$ cat src/rtl/timer_share_sched_if.sv
// Request/grant bundle between the delay-needing control blocks and the shared timer scheduler.
interface timer_share_sched_if #(
  parameter int unsigned N    = 8,
  parameter int unsigned NREQ = 4
);
  logic [NREQ-1:0]   req;
  logic [NREQ*N-1:0] len;
  logic [NREQ-1:0]   gnt;
  logic              busy;
  logic [NREQ-1:0]   done;
  logic [N-1:0]      q;
  logic              tick;

  modport master (output req, len, input gnt, busy, done, q, tick);
  modport slave  (input req, len, output gnt, busy, done, q, tick);
endinterface

$ cat src/rtl/timer_share_sched.sv
// Round-robin scheduler sharing one N-bit interval counter among NREQ requesters.
// Optional prescaler enabled by defining TIMER_PRESCALE_EN (adds the presc input).
module timer_share_sched #(
  parameter int unsigned N    = 8,
  parameter int unsigned NREQ = 4,
  parameter int unsigned P    = 4
) (
  input logic clk,
  input logic reset,
`ifdef TIMER_PRESCALE_EN
  input logic [P-1:0] presc,
`endif
  timer_share_sched_if.slave bus
);

  localparam int unsigned PW = $clog2(NREQ);

  typedef enum logic [1:0] {
    S_IDLE,
    S_RUN,
    S_DONE
  } state_t;

  state_t          state, state_n;
  logic [NREQ-1:0] gnt_r, gnt_n;
  logic [N-1:0]    q_r, q_n;
  logic [N-1:0]    last_r, last_n;
  logic [PW-1:0]   ptr_r, ptr_n;
  logic [PW-1:0]   owner_r, owner_n;
  logic [P-1:0]    pcnt_r, pcnt_n;
  logic [P-1:0]    presc_r, presc_n;
  logic [P-1:0]    presc_sel;

  logic            found;
  logic [PW-1:0]   win;
  logic [PW-1:0]   idx;
  logic            step;
  logic            owner_req;
  logic [N-1:0]    len_arr [NREQ];

  for (genvar g = 0; g < NREQ; g++) begin : g_len
    assign len_arr[g] = bus.len[g*N +: N];
  end

`ifdef TIMER_PRESCALE_EN
  assign presc_sel = presc;
`else
  // Divider held at zero so every RUN cycle is an enable cycle.
  assign presc_sel = '0;
`endif

  // First requester at or after the pointer, wrapping modulo NREQ.
  always_comb begin
    found = 1'b0;
    win   = '0;
    idx   = '0;
    for (int unsigned k = 0; k < NREQ; k++) begin
      idx = PW'((32'(ptr_r) + k) % NREQ);
      if (!found && bus.req[idx]) begin
        found = 1'b1;
        win   = idx;
      end
    end
  end

  assign step      = (pcnt_r == presc_r);
  assign owner_req = |(bus.req & gnt_r);

  always_comb begin
    state_n = state;
    gnt_n   = gnt_r;
    q_n     = q_r;
    last_n  = last_r;
    ptr_n   = ptr_r;
    owner_n = owner_r;
    pcnt_n  = pcnt_r;
    presc_n = presc_r;
    unique case (state)
      S_IDLE: begin
        if (found) begin
          state_n = S_RUN;
          gnt_n   = NREQ'(1) << win;
          owner_n = win;
          // len of 0 wraps to all-ones, giving the full 2**N count.
          last_n  = len_arr[win] - N'(1);
          q_n     = '0;
          pcnt_n  = '0;
          presc_n = presc_sel;
        end
      end
      S_RUN: begin
        if (!owner_req) begin
          state_n = S_IDLE;
          gnt_n   = '0;
          q_n     = '0;
        end else if (step) begin
          pcnt_n = '0;
          if (q_r == last_r) state_n = S_DONE;
          else               q_n     = q_r + N'(1);
        end else begin
          pcnt_n = pcnt_r + P'(1);
        end
      end
      S_DONE: begin
        state_n = S_IDLE;
        gnt_n   = '0;
        q_n     = '0;
        ptr_n   = (owner_r == PW'(NREQ - 1)) ? '0 : owner_r + PW'(1);
      end
      default: begin
        state_n = S_IDLE;
        gnt_n   = '0;
        q_n     = '0;
      end
    endcase
  end

  always_ff @(posedge clk or negedge reset) begin
    if (!reset) begin
      state   <= S_IDLE;
      gnt_r   <= '0;
      q_r     <= '0;
      last_r  <= '0;
      ptr_r   <= '0;
      owner_r <= '0;
      pcnt_r  <= '0;
      presc_r <= '0;
    end else begin
      state   <= state_n;
      gnt_r   <= gnt_n;
      q_r     <= q_n;
      last_r  <= last_n;
      ptr_r   <= ptr_n;
      owner_r <= owner_n;
      pcnt_r  <= pcnt_n;
      presc_r <= presc_n;
    end
  end

  assign bus.gnt  = gnt_r;
  assign bus.q    = q_r;
  assign bus.busy = (state != S_IDLE);
  assign bus.done = (state == S_DONE) ? gnt_r : '0;
  assign bus.tick = (state == S_RUN) && step && (q_r == last_r);

endmodule
$ cat src/flat_wrapper.sv
// flat-port wrapper written by rule: the top's interface ports become plain ports
module timer_share_sched_flat 
#(
  parameter int unsigned N    = 8,
  parameter int unsigned NREQ = 4,
  parameter int unsigned P    = 4
)
  (clk, reset, bus_req, bus_len, bus_gnt, bus_busy, bus_done, bus_q, bus_tick);
  timer_share_sched_if #(.N(N), .NREQ(NREQ)) bus_i ();
  input logic clk;
  input logic reset;
  input wire logic [$bits(bus_i.req)-1:0] bus_req;
  input wire logic [$bits(bus_i.len)-1:0] bus_len;
  output wire logic [$bits(bus_i.gnt)-1:0] bus_gnt;
  output wire logic [$bits(bus_i.busy)-1:0] bus_busy;
  output wire logic [$bits(bus_i.done)-1:0] bus_done;
  output wire logic [$bits(bus_i.q)-1:0] bus_q;
  output wire logic [$bits(bus_i.tick)-1:0] bus_tick;
  assign bus_i.req = bus_req;
  assign bus_i.len = bus_len;
  assign bus_gnt = bus_i.gnt;
  assign bus_busy = bus_i.busy;
  assign bus_done = bus_i.done;
  assign bus_q = bus_i.q;
  assign bus_tick = bus_i.tick;
  timer_share_sched #(.N(N), .NREQ(NREQ), .P(P)) u_core (.clk(clk), .reset(reset), .bus(bus_i));
endmodule
$ cat config.mk
export PLATFORM = sky130hd
export DESIGN_NAME = timer_share_sched_flat
export DESIGN_NICKNAME = d
export VERILOG_FILES = /design/src/rtl/timer_share_sched_if.sv /design/src/rtl/timer_share_sched.sv /design/src/flat_wrapper.sv
export SDC_FILE = /design/constraint.sdc
export NUM_CORES = 1
export LEC_CHECK = 0
export BUFFER_PORTS_ARGS = -buffer_cell sky130_fd_sc_hd__buf_4
export CORE_MARGIN = 2
export CORE_UTILIZATION = 40
export DETAILED_ROUTE_END_ITERATION = 8
export GPL_ROUTABILITY_DRIVEN = 0
export PLACE_DENSITY = 0.67
export SETUP_SLACK_MARGIN = 0.05
export SLEW_MARGIN = 20
export SYNTH_ARGS = -nofsm -noshare
export SYNTH_HDL_FRONTEND = slang
export SYNTH_SLANG_ARGS = --single-unit
$ cat constraint.sdc
create_clock -name clk -period 2.4 [get_ports clk]
set_input_delay 0.24 -clock clk [delete_from_list [all_inputs] [get_ports clk]]
set_output_delay 0.24 -clock clk [all_outputs]
set_load 0.005 [all_outputs]
After elaboration in Yosys (flattened, before gate mapping)
Index checks and enable logic that the tools add are counted.
Storage, ports and cells
  register bits after elaboration: 30
  output and inout bits: 18
Operators by class
  eq/ne operators: 10
  bitwise gates (word level): 2
  $lt $le $gt $ge: 5
  shift operators: 1
  muxes and demuxes: 38
  add/sub/neg operators: 7
  reductions and logical operators: 18
Operators by type and width (count)
  $mux 8: 6
  $mux 4: 6
  $mux 2: 9
  $bmux 8 s2: 1
  $pmux 4 s2: 2
  $pmux 8 s2: 1
  $lt 2x3->1 const B: 4
  $reduce_and 3->1: 3
  $add 8x1->8 const B: 1
  $bmux 1 s2: 4
  $eq 8x8->1: 1
  $mux 1: 8
  $sub 8x1->8 const B: 1
  $ne 3x3->1 const B: 2
  $logic_and 1x1->1: 5
  $add 2x1->2 const B: 2
  $add 2x2->2 const B: 2
  $add 4x1->4 const B: 1
  $and 4x4->4: 1
  $eq 2x2->1 const B: 2
  $logic_not 4->1: 1
  $ne 2x1->1 const B: 2
  $pmux 2 s2: 1
  $reduce_and 2->1: 2
  10 further kinds: 13

Depth between registers and ports, before layout
Gate-level depths: netlist of the first run.
  depth after elaboration: 17
  depth in mapped cells: 10

Least setup slack after synthesis of the first run
Ideal clock, no wire load.
  path type: reg-to-reg
  from: reg u_core.ptr_r[0]
  to: reg u_core.last_r[6]
  clock period less this slack: 2.268 ns
  path buffers: 1
  cell stages (with the launch flop): 10
  path slack: 0.132 ns
  data required time: 2.318 ns
  library setup time: 0.082 ns
  data arrival time: 2.186 ns
  cell sequence: dfrtp_1 > inv_1 > a22o_1 > a221oi_4 > buf_6 > mux2_4 > ha_1 > nand2_1 > or4_1 > a31oi_1
Between the ends
  word-level cells in the longest chain between the ends: 17
RTL lines
  from (decl): RTL line timer_share_sched.sv:28  | logic [PW-1:0] ptr_r, ptr_n;
  from (signal assigned): RTL line timer_share_sched.sv:133  | ptr_r <= ptr_n;
  branches (longest 17 deep; another with $add 2x1->2)
  to (signal assigned): RTL line timer_share_sched.sv:132  | last_r <= last_n;
  to (decl): RTL line timer_share_sched.sv:27  | logic [N-1:0] last_r, last_n;
Several ways; the timed one is not identified. The select of a mux whose other input is x is not followed.
A chain may end at the register's enable or synchronous reset.

Worst setup path after layout of the first run
Same ends and word-level chain as after synthesis.

==> results of run 1 <==
==> per-layer routing <==
layer  part of all wire, %  up-vias
met5                     0        -
met4                   2.3        0
met3                   3.9        9
met2                    50       45
met1                    44      870
li1                      -      910
==> sequential cells by signal, indices dropped and copies added, names as in the netlist <==
name            count
u_core.bus.gnt      4
u_core.state        2
u_core.owner_r      2
u_core.last_r       8
u_core.bus.q        8
u_core.pcnt_r       4
u_core.ptr_r        2
==> path summary, 6_finish.rpt <==
path	start	to	cells past startpoint
max	u_core.ptr_r[0]$_DFFE_PN0N_	u_core.last_r[6]$_DFFE_PN0P_	10
max reg2reg	u_core.ptr_r[0]$_DFFE_PN0N_	u_core.last_r[6]$_DFFE_PN0P_	10
min in group clk	bus_req[3]	u_core.state[1]$_DFFE_PN0P_	4
min	reset	u_core.bus.gnt[1]$_DFFE_PN0P_	2
max in group asynchronous	reset	u_core.bus.q[4]$_DFFE_PN0P_	2
min reg2reg	u_core.owner_r[1]$_DFFE_PN0P_	u_core.owner_r[1]$_DFFE_PN0P_	2
==> area by class of cell <==
type	count	area, um2
multi-input cells	167	1160
inverters	6	22.5
fillers	428	1910
flip-flops and latches	30	751
repair buffers	85	712
well taps	54	67.6
clock buffers	7	76.3
==> per-stage QoR <==
stage | utilization [%] | hold WS [ps] | total power, W | instances
3_5_place_dp | 52.6 | 188 | 0.00173 | 321
2_1_floorplan | - | -55.6 | 0.00138 | 207
3_3_place_gp | 52.6 | 190 | 0.00171 | 321
5_1_grt | 59.4 | 456 | 0.00243 | 349
4_1_cts | 54.4 | 434 | 0.00211 | 329
6_report | 59.4 | 430 | 0.00225 | 349
==> what timing repair did <==
action | in CTS | in global routing
hold buffers | 1 | 0
setup endpoints to repair | 0 | 3
hold endpoints to repair | 30 | 0
gates resized for setup | 0 | 14
setup buffers | 0 | 18
==> power breakdown <==
group          switching (W)  internal [W]
Sequential          0.000133      0.000645
Clock               0.000178      0.000199
Combinational       0.000532      0.000558
==> worst max-delay path, cell delays in order (launching register included) <==
cell and delay [ps]:
dfrtp_1 350, inv_2 40, a22o_1 250, a221oi_4 330
buf_4 180, clkbuf_16 130, buf_6 90, mux2_4 170
nand2_4 60, or4_4 500, a31oi_1 140
==> cells in the final DEF (no fill, tap or decap), types with 5 or more instances in the layout <==
cell	count
mux2_4	5
dfrtp_1	30
o21ai_0	13
xor2_1	5
nand2_1	33
buf_4	77
xnor2_1	10
nand3_1	5
clkbuf_8	5
a21oi_1	5
mux2i_1	18
nor2_1	20
==> logic make-up (layout without fill, tap and decap cells) <==
group / Yosys count / in the layout / synth area share (%)
and+or+nand+nor: 83 / 83 / 20.1
AOI/OAI and AO/OA: 38 / 38 / 13.4
DFF: 30 / 30 / 39.0
muxes: 26 / 26 / 14.4
xor gates and xnor gates: 15 / 15 / 6.83
buffers and inverters: 10 / 98 / 2.93
adders and majority gates: 5 / 5 / 3.25
==> metrics.csv, run 1 <==
metric;value;unit
outcome;finished, final reports clean;
ant_nets;0;
grt_max_degree;31;
syn_area_per_cell;9.29;um2
antenna_found_initial;0;
clock_tree.root_cell;clkbuf_8;
synth_most_common_cell;nand2_1;
diodes;0;
critPathArrivalTime;2530;ps
synth_top_area_cell;dfrtp_1;
core;0.00469;mm2
drv_cap;0;
setup_viol;0;
ys_warn_count;0;
grt_pass1_wl;7.42;mm
first_global_vias;1696;
fin_crit;2330;ps
synth_cell_type_count;39;
synthCells;207;
relSlewSlack;64.4;%
cp.required;2600;ps
timing.final.ws_setup;69.7;ps
h-tree-depth;2;
rsz0062_at_grt;true;
critPathCaptureType;register;
path_clk_slew;60;ps
grt_overflow_total;0;
die_h;73.3;um
pre_cts_slack;60.2;ps
synth_edf_count;0;
netlist.area_leader.share;39.0;%
die_x;73.3;um
fin_skew;5.47;ps
crit_fanout;5;
pwr_density_cell;806;mW/mm2
place_area;0.00247;mm2
clock_sinks;30;
numPortBuffers;55;
wl_per_cell;13.8;um
syn_area;0.00192;mm2
tritoncts;built;
cts_made_buffers;5;
hold_path_class;primary input to asynchronous set/reset pin;
use_met2;30.9;%
num_rows;25;
drc;0;
syn_to_final_growth;44.9;%
io_pins;56;
via_count;1834;
slew_viol_final;0;
ys_top_cells_by_count;nand2_1, dfrtp_1, nor2_1;
fin_tns_setup;0;ps
grt_util_all_layers;17.6;%
synth.top_cells.by_area;dfrtp_1, mux2i_1, nand2_1;
grtUsageMet3;3.84;%
nets;338;
fin_crit_sh;97.1;%
layout-drive-gt1-share;36.3;%
insertion_delay;280;ps
dpl.hpwl;3.33;mm
clk_path_buf_depth;2;
async_reset_ff_share;100;%
ys.flop_type;dfrtp_1;
syn_nets;250;
first_pass_iters;4;
met1_usage;21.8;%
initial_core_util;41.0;%
reg2reg_slack;70;ps
via_per_inst;5.26;
cp-start-kind;register;
hold_viol;0;
die_area;0.00538;mm2
crit_type;register to register;
seq_area_frac_synth;39.0;%
ir_drop;317;uV
p_leak;1.32;nW
grt-busiest-layer;met2;
wirelength;4.83;mm
drt-initial-drc-count;74;
worst_pin_slew;530;ps
ys_ff_latch;30;
max_freq;429;MHz
fin_area;0.00279;mm2
(Power assumes the default switching activity.)
==> run 2, diff against run 1 <==
PLACE_DENSITY = not set   (was 0.67)
clock period = 2.3 ns   (was 2.4 ns; I/O delays follow)
==> metrics.csv, run 2 (synthesis gave the netlist of run 1 again) <==
metric;value;unit;change
outcome;finished, violations left;;
violations;negative setup slack;;
h-tree-depth;2;;unchanged
reg2reg_depth;10;;unchanged
relSlewSlack;61.4;%;-3.0 points
crit_fanout;6;;+1
critPathCaptureType;register;;
r2r_start;u_core.ptr_r[0]$_DFFE_PN0N_;;
p_total;0.00238;W;+5.8%
slew_viol_final;0;;unchanged
pre_cts_slack;-21.8;ps;-82.0 ps
timing.final.ws_setup;-14.9;ps;-84.7 ps
ir_drop;385;uV;+21%
fin_crit;2310;ps;-15.3 ps
rsz0062_at_grt;true;;
tritoncts;built;;
insertion_delay;280;ps;about the same
setup_viol;1;;+1
core;0.00469;mm2;unchanged
reg2reg_slack;-10;ps;-80 ps
die_x;73.3;um;unchanged
worst_pin_slew;575;ps;+45.0 ps
final_common_cell;buf_4;;
num_rows;25;;unchanged
first_global_vias;1633;;-3.7%
via_count;1757;;-4.2%
ant_nets;0;;unchanged
wirelength;4.43;mm;-8.3%
max_freq;432;MHz;+0.66%
crit-reg2reg-capture;u_core.last_r[7]$_DFFE_PN0P_;;
crit_type;register to register;;
cp.required;2520;ps;-80 ps
drv_cap;0;;unchanged
io_pins;56;;unchanged
drc;0;;unchanged
dpl.hpwl;3.28;mm;-1.8%
fin_skew;4.79;ps;-0.675 ps
hold_ws;400;ps;-29.6 ps
grt_util_all_layers;18.1;%;+0.47 points
pwr_density_cell;868;mW/mm2;+7.7%
clock_tree.root_cell;clkbuf_8;;
via_per_inst;5.17;;-1.7%
critPathArrivalTime;2530;ps;about the same
fin_crit_sh;101;%;+3.6 points
cp-start-kind;register;;
die_area;0.00538;mm2;unchanged
clock_sinks;30;;unchanged
grt_max_degree;31;;unchanged
p_leak;1.27;nW;-3.2%
numPortBuffers;55;;unchanged
path_clk_slew;70;ps;about the same
wl_per_cell;13.0;um;-5.9%
clk_path_buf_depth;2;;unchanged
drt-initial-drc-count;62;;-16%
diodes;0;;unchanged
first_pass_iters;4;;unchanged
layout-drive-gt1-share;35.3;%;-0.96 points
syn_to_final_growth;42.3;%;
initial_core_util;41.0;%;unchanged
grt_overflow_total;0;;unchanged
nets;328;;-3.0%
hold_viol;0;;unchanged
cts_made_buffers;5;;unchanged
final_cell_mix;buf_4, nand2_1, dfrtp_1;;
fillers;436;;+1.9%
grt_pass1_wl;7.47;mm;+0.65%
hold_path_class;primary input to asynchronous set/reset pin;;
antenna_found_initial;0;;unchanged
die_h;73.3;um;unchanged
[run 2: cell count changes in the layout (fill, tap and decap cells not counted), sizes merged]
cell / delta
buf: -8
clkbuf: -1
[run 2: how the worst max path moves through the flow]
stage / to / startpoint / slack, ps
floorplan: u_core.last_r[6]$_DFFE_PN0P_ / u_core.ptr_r[0]$_DFFE_PN0N_ / 60
global placement: u_core.last_r[6]$_DFFE_PN0P_ / bus_req[0] / -3
detailed placement: u_core.last_r[6]$_DFFE_PN0P_ / bus_req[0] / -20
CTS: u_core.last_r[6]$_DFFE_PN0P_ / u_core.ptr_r[1]$_DFFE_PN0N_ / 30
global route: u_core.last_r[7]$_DFFE_PN0P_ / u_core.ptr_r[0]$_DFFE_PN0N_ / -120
finish: u_core.last_r[7]$_DFFE_PN0P_ / u_core.ptr_r[0]$_DFFE_PN0N_ / -10
[run 2: layout make-up]
cell class | count | area [um2] | area share [%]
clock buffers | 8 | 110 | 4.02
inverters | 6 | 22.5 | 0.823
multi-input cells | 167 | 1150 | 42.2
flip-flops and latches | 30 | 751 | 27.4
well taps | 54 | 67.6 | 2.47
repair buffers | 75 | 631 | 23.0
[run 2: worst max-delay path, stage by stage, from the launching register on]
cell and delay, ps:
dfrtp_1 360, inv_2 50, a22o_1 250, a221oi_4 310
buf_12 170, buf_8 110, mux2i_2 210, mux2_4 180
nand2_2 40, or4_1 470, nand3_1 90
[run 2: timing repair]
item | 4_1_cts | 5_1_grt
pin swaps | 2 | 8
gates cloned | 1 | 0
endpoints found under the setup margin | 2 | 4
hold buffers | 1 | 0
setup buffers | 4 | 3
gates resized for setup | 2 | 8
endpoints found under the hold margin | 30 | 0
[run 2: layer usage]
layer / track usage [%] / share of wire (%) / vias to the layer above
met2: 30.5 / 49 / 41
met5: 0 / 0 / -
met4: 5.45 / 1.5 / 0
met1: 23.0 / 45 / 818
li1: - / - / 891
met3: 4.25 / 4.4 / 7
[run 2: report_power, final]
group	internal [W]	leakage, nW	switching, W	total [W]
combinational	0.000542	0.821	0.000531	0.00107
sequential	0.000673	0.395	0.000126	0.000800
clock	0.000302	0.0575	0.000201	0.000503
[run 2: through the flow]
stage	utilization (%)	cells	TNS [ps]	instance area [um2]
after CTS	57.3	337	0	2690
final	58.3	340	-14.9	2740
after detailed placement	53.1	323	-21.8	2490
after global placement	53.1	323	-2.87	2490
after floorplan	-	207	0	1940
after global routing	58.3	340	-233	2740
==> run 3, diff against run 2 <==
BUFFER_PORTS_ARGS = not set   (was -buffer_cell sky130_fd_sc_hd__buf_4)
DONT_BUFFER_PORTS = 1   (was not set)
GPL_TIMING_DRIVEN = 0   (was not set)
==> metrics.csv, run 3 (synthesis gave the netlist of run 1 again) <==
metric;value;unit;change
cp.required;2510;ps;about the same
p_leak;0.974;nW;-24%
final_cell_mix;nand2_1, dfrtp_1, nor2_1;;
insertion_delay;290;ps;about the same
crit_type;register to register;;
tritoncts;built;;
nets;273;;-17%
outcome;finished, final reports clean;;
critPathCaptureType;register;;
worst_pin_slew;795;ps;+220 ps
pre_cts_slack;-138;ps;-116 ps
cp_common_cell;mux2i_1;;
reg2reg_depth;9;;-1
clk_path_buf_depth;2;;unchanged
max_freq;444;MHz;+2.8%
worstPathCellList;inv_2 > a22o_1 > a221oi_4 > buf_6 > mux2i_1 > mux2i_1 > buf_4 > or4_1 > a31oi_1;;
drc;0;;unchanged
drv_cap;0;;unchanged
initial_core_util;41.0;%;unchanged
drt-initial-drc-count;65;;+4.8%
cp-start-kind;register;;
clock_sinks;30;;unchanged
via_per_inst;5.51;;+6.5%
timing.final.ws_setup;48.6;ps;+63.5 ps
fin_skew;5.36;ps;+0.563 ps
wirelength;4.24;mm;-4.3%
hold_viol;0;;unchanged
hold_path_class;primary input to register;;
die_h;73.3;um;unchanged
path_clk_slew;70;ps;about the same
die_area;0.00538;mm2;unchanged
slew_viol_final;0;;unchanged
wl_met3;226;um;+15%
setup_viol;0;;-1
fin_crit;2250;ps;-63.5 ps
first_pass_iters;4;;unchanged
num_rows;25;;unchanged
crit_slowest_cell;or4_1;;
critPathArrivalTime;2460;ps;-70 ps
grt_util_all_layers;17.2;%;-0.87 points
crit_fanout;4;;-2
dpl.hpwl;3.08;mm;-5.9%
syn_to_final_growth;18.8;%;
first_global_vias;1533;;-6.1%
r2r_start;u_core.ptr_r[0]$_DFFE_PN0N_;;
io_pins;56;;unchanged
pwr_density_cell;954;mW/mm2;+10%
p_total;0.00218;W;-8.2%
reg2reg_slack;50;ps;+60 ps
grt_max_degree;31;;unchanged
die_x;73.3;um;unchanged
grt_overflow_total;0;;unchanged
h-tree-depth;2;;unchanged
route.met2.wl;2.05;mm;-5.1%
fillers;456;;+4.6%
final_common_cell;nand2_1;;
min_path_cells;2;;
ant_nets;0;;unchanged
clock_tree.root_cell;clkbuf_8;;
antenna_found_initial;0;;unchanged
ir_drop;410;uV;+6.3%
holdPathEnd;u_core.state[1]$_DFFE_PN0P_;;
cts_made_buffers;5;;unchanged
wl_per_cell;14.9;um;+14%
rsz0062_at_grt;true;;
crit-reg2reg-capture;u_core.last_r[6]$_DFFE_PN0P_;;
core;0.00469;mm2;unchanged
via_count;1569;;-11%
relSlewSlack;46.5;%;-15 points
wl_met1;1.92;mm;-4.4%
grt_pass1_wl;7.16;mm;-4.1%
numPortBuffers;0;;-100%
cpPeakStageDelay;490;ps;+20 ps
top_layer_used;met4;;
diodes;0;;unchanged
layout-drive-gt1-share;20.8;%;-15 points
fin_crit_sh;97.9;%;-2.8 points
min_from;bus_req[3];;
-- run 3: cell count changes in the layout (fill, tap and decap cells not counted), moves of 2 or more --
| cell | change |
|---|---|
| buf_6 | +3 |
| clkbuf_8 | -2 |
| buf_12 | -2 |
| buf_4 | -56 |
-- run 3: area by class of cell --
type	instances	area (um2)	area share (%)
Multi-Input combinational cell	167	1170	51.1
Sequential cell	30	752	32.9
Buffer	4	41.3	1.81
Timing Repair Buffer	16	139	6.08
Clock buffer	6	82.6	3.61
Clock inverter	2	12.5	0.548
Tap cell	54	67.6	2.96
Inverter	6	22.5	0.986
-- run 3: how the worst max path moves through the flow --
stage,endpoint,depth (start not counted),startpoint
global placement,u_core.last_r[6]$_DFFE_PN0P_,9,u_core.ptr_r[0]$_DFFE_PN0N_
global route,u_core.last_r[6]$_DFFE_PN0P_,9,u_core.ptr_r[0]$_DFFE_PN0N_
finish,u_core.last_r[6]$_DFFE_PN0P_,9,u_core.ptr_r[0]$_DFFE_PN0N_
detailed placement,u_core.last_r[6]$_DFFE_PN0P_,9,u_core.ptr_r[0]$_DFFE_PN0N_
CTS,u_core.last_r[7]$_DFFE_PN0P_,10,u_core.ptr_r[1]$_DFFE_PN0N_
floorplan,u_core.last_r[6]$_DFFE_PN0P_,9,u_core.ptr_r[0]$_DFFE_PN0N_
-- run 3: metrics by stage --
stage	TNS (ps)	area (um2)	utilization (%)	cells	hold WS, ps
after floorplan	0	1940	-	207	-65.6
after global placement	-224	2000	42.7	261	-64.9
after detailed placement	-280	2000	42.7	261	-65.0
after CTS	0	2220	47.3	280	244
after global routing	-87.2	2280	48.7	285	193
final	0	2280	48.7	285	182
-- run 3: worst max-delay path, delay by kind of cell (launching register included) --
family / cells / cell delay (ps)
flops: 1 / 360
buf+inv: 3 / 370
mux: 2 / 290
compound gates: 3 / 680
simple gates: 1 / 490
-- run 3: per-layer routing --
| layer | track usage (%) | up-vias |
|---|---|---|
| met2 | 27.5 | 33 |
| met4 | 5.66 | 0 |
| met5 | 0 | - |
| met3 | 6.31 | 4 |
| met1 | 21.6 | 757 |
| li1 | - | 775 |
-- run 3: where the power goes --
group	switching, W	internal [W]
clock	0.000205	0.000240
sequential	0.000138	0.000673
combinational	0.000507	0.000417
total	0.000850	0.00133
-- run 3: what timing repair did --
| action | CTS | global route |
|---|---|---|
| resized for setup | 7 | 7 |
| endpoints found under the hold margin | 30 | 0 |
| hold buffers | 2 | 0 |
| setup buffers | 9 | 5 |
| endpoints found under the setup margin | 3 | 10 |
| pin swaps | 6 | 0 |
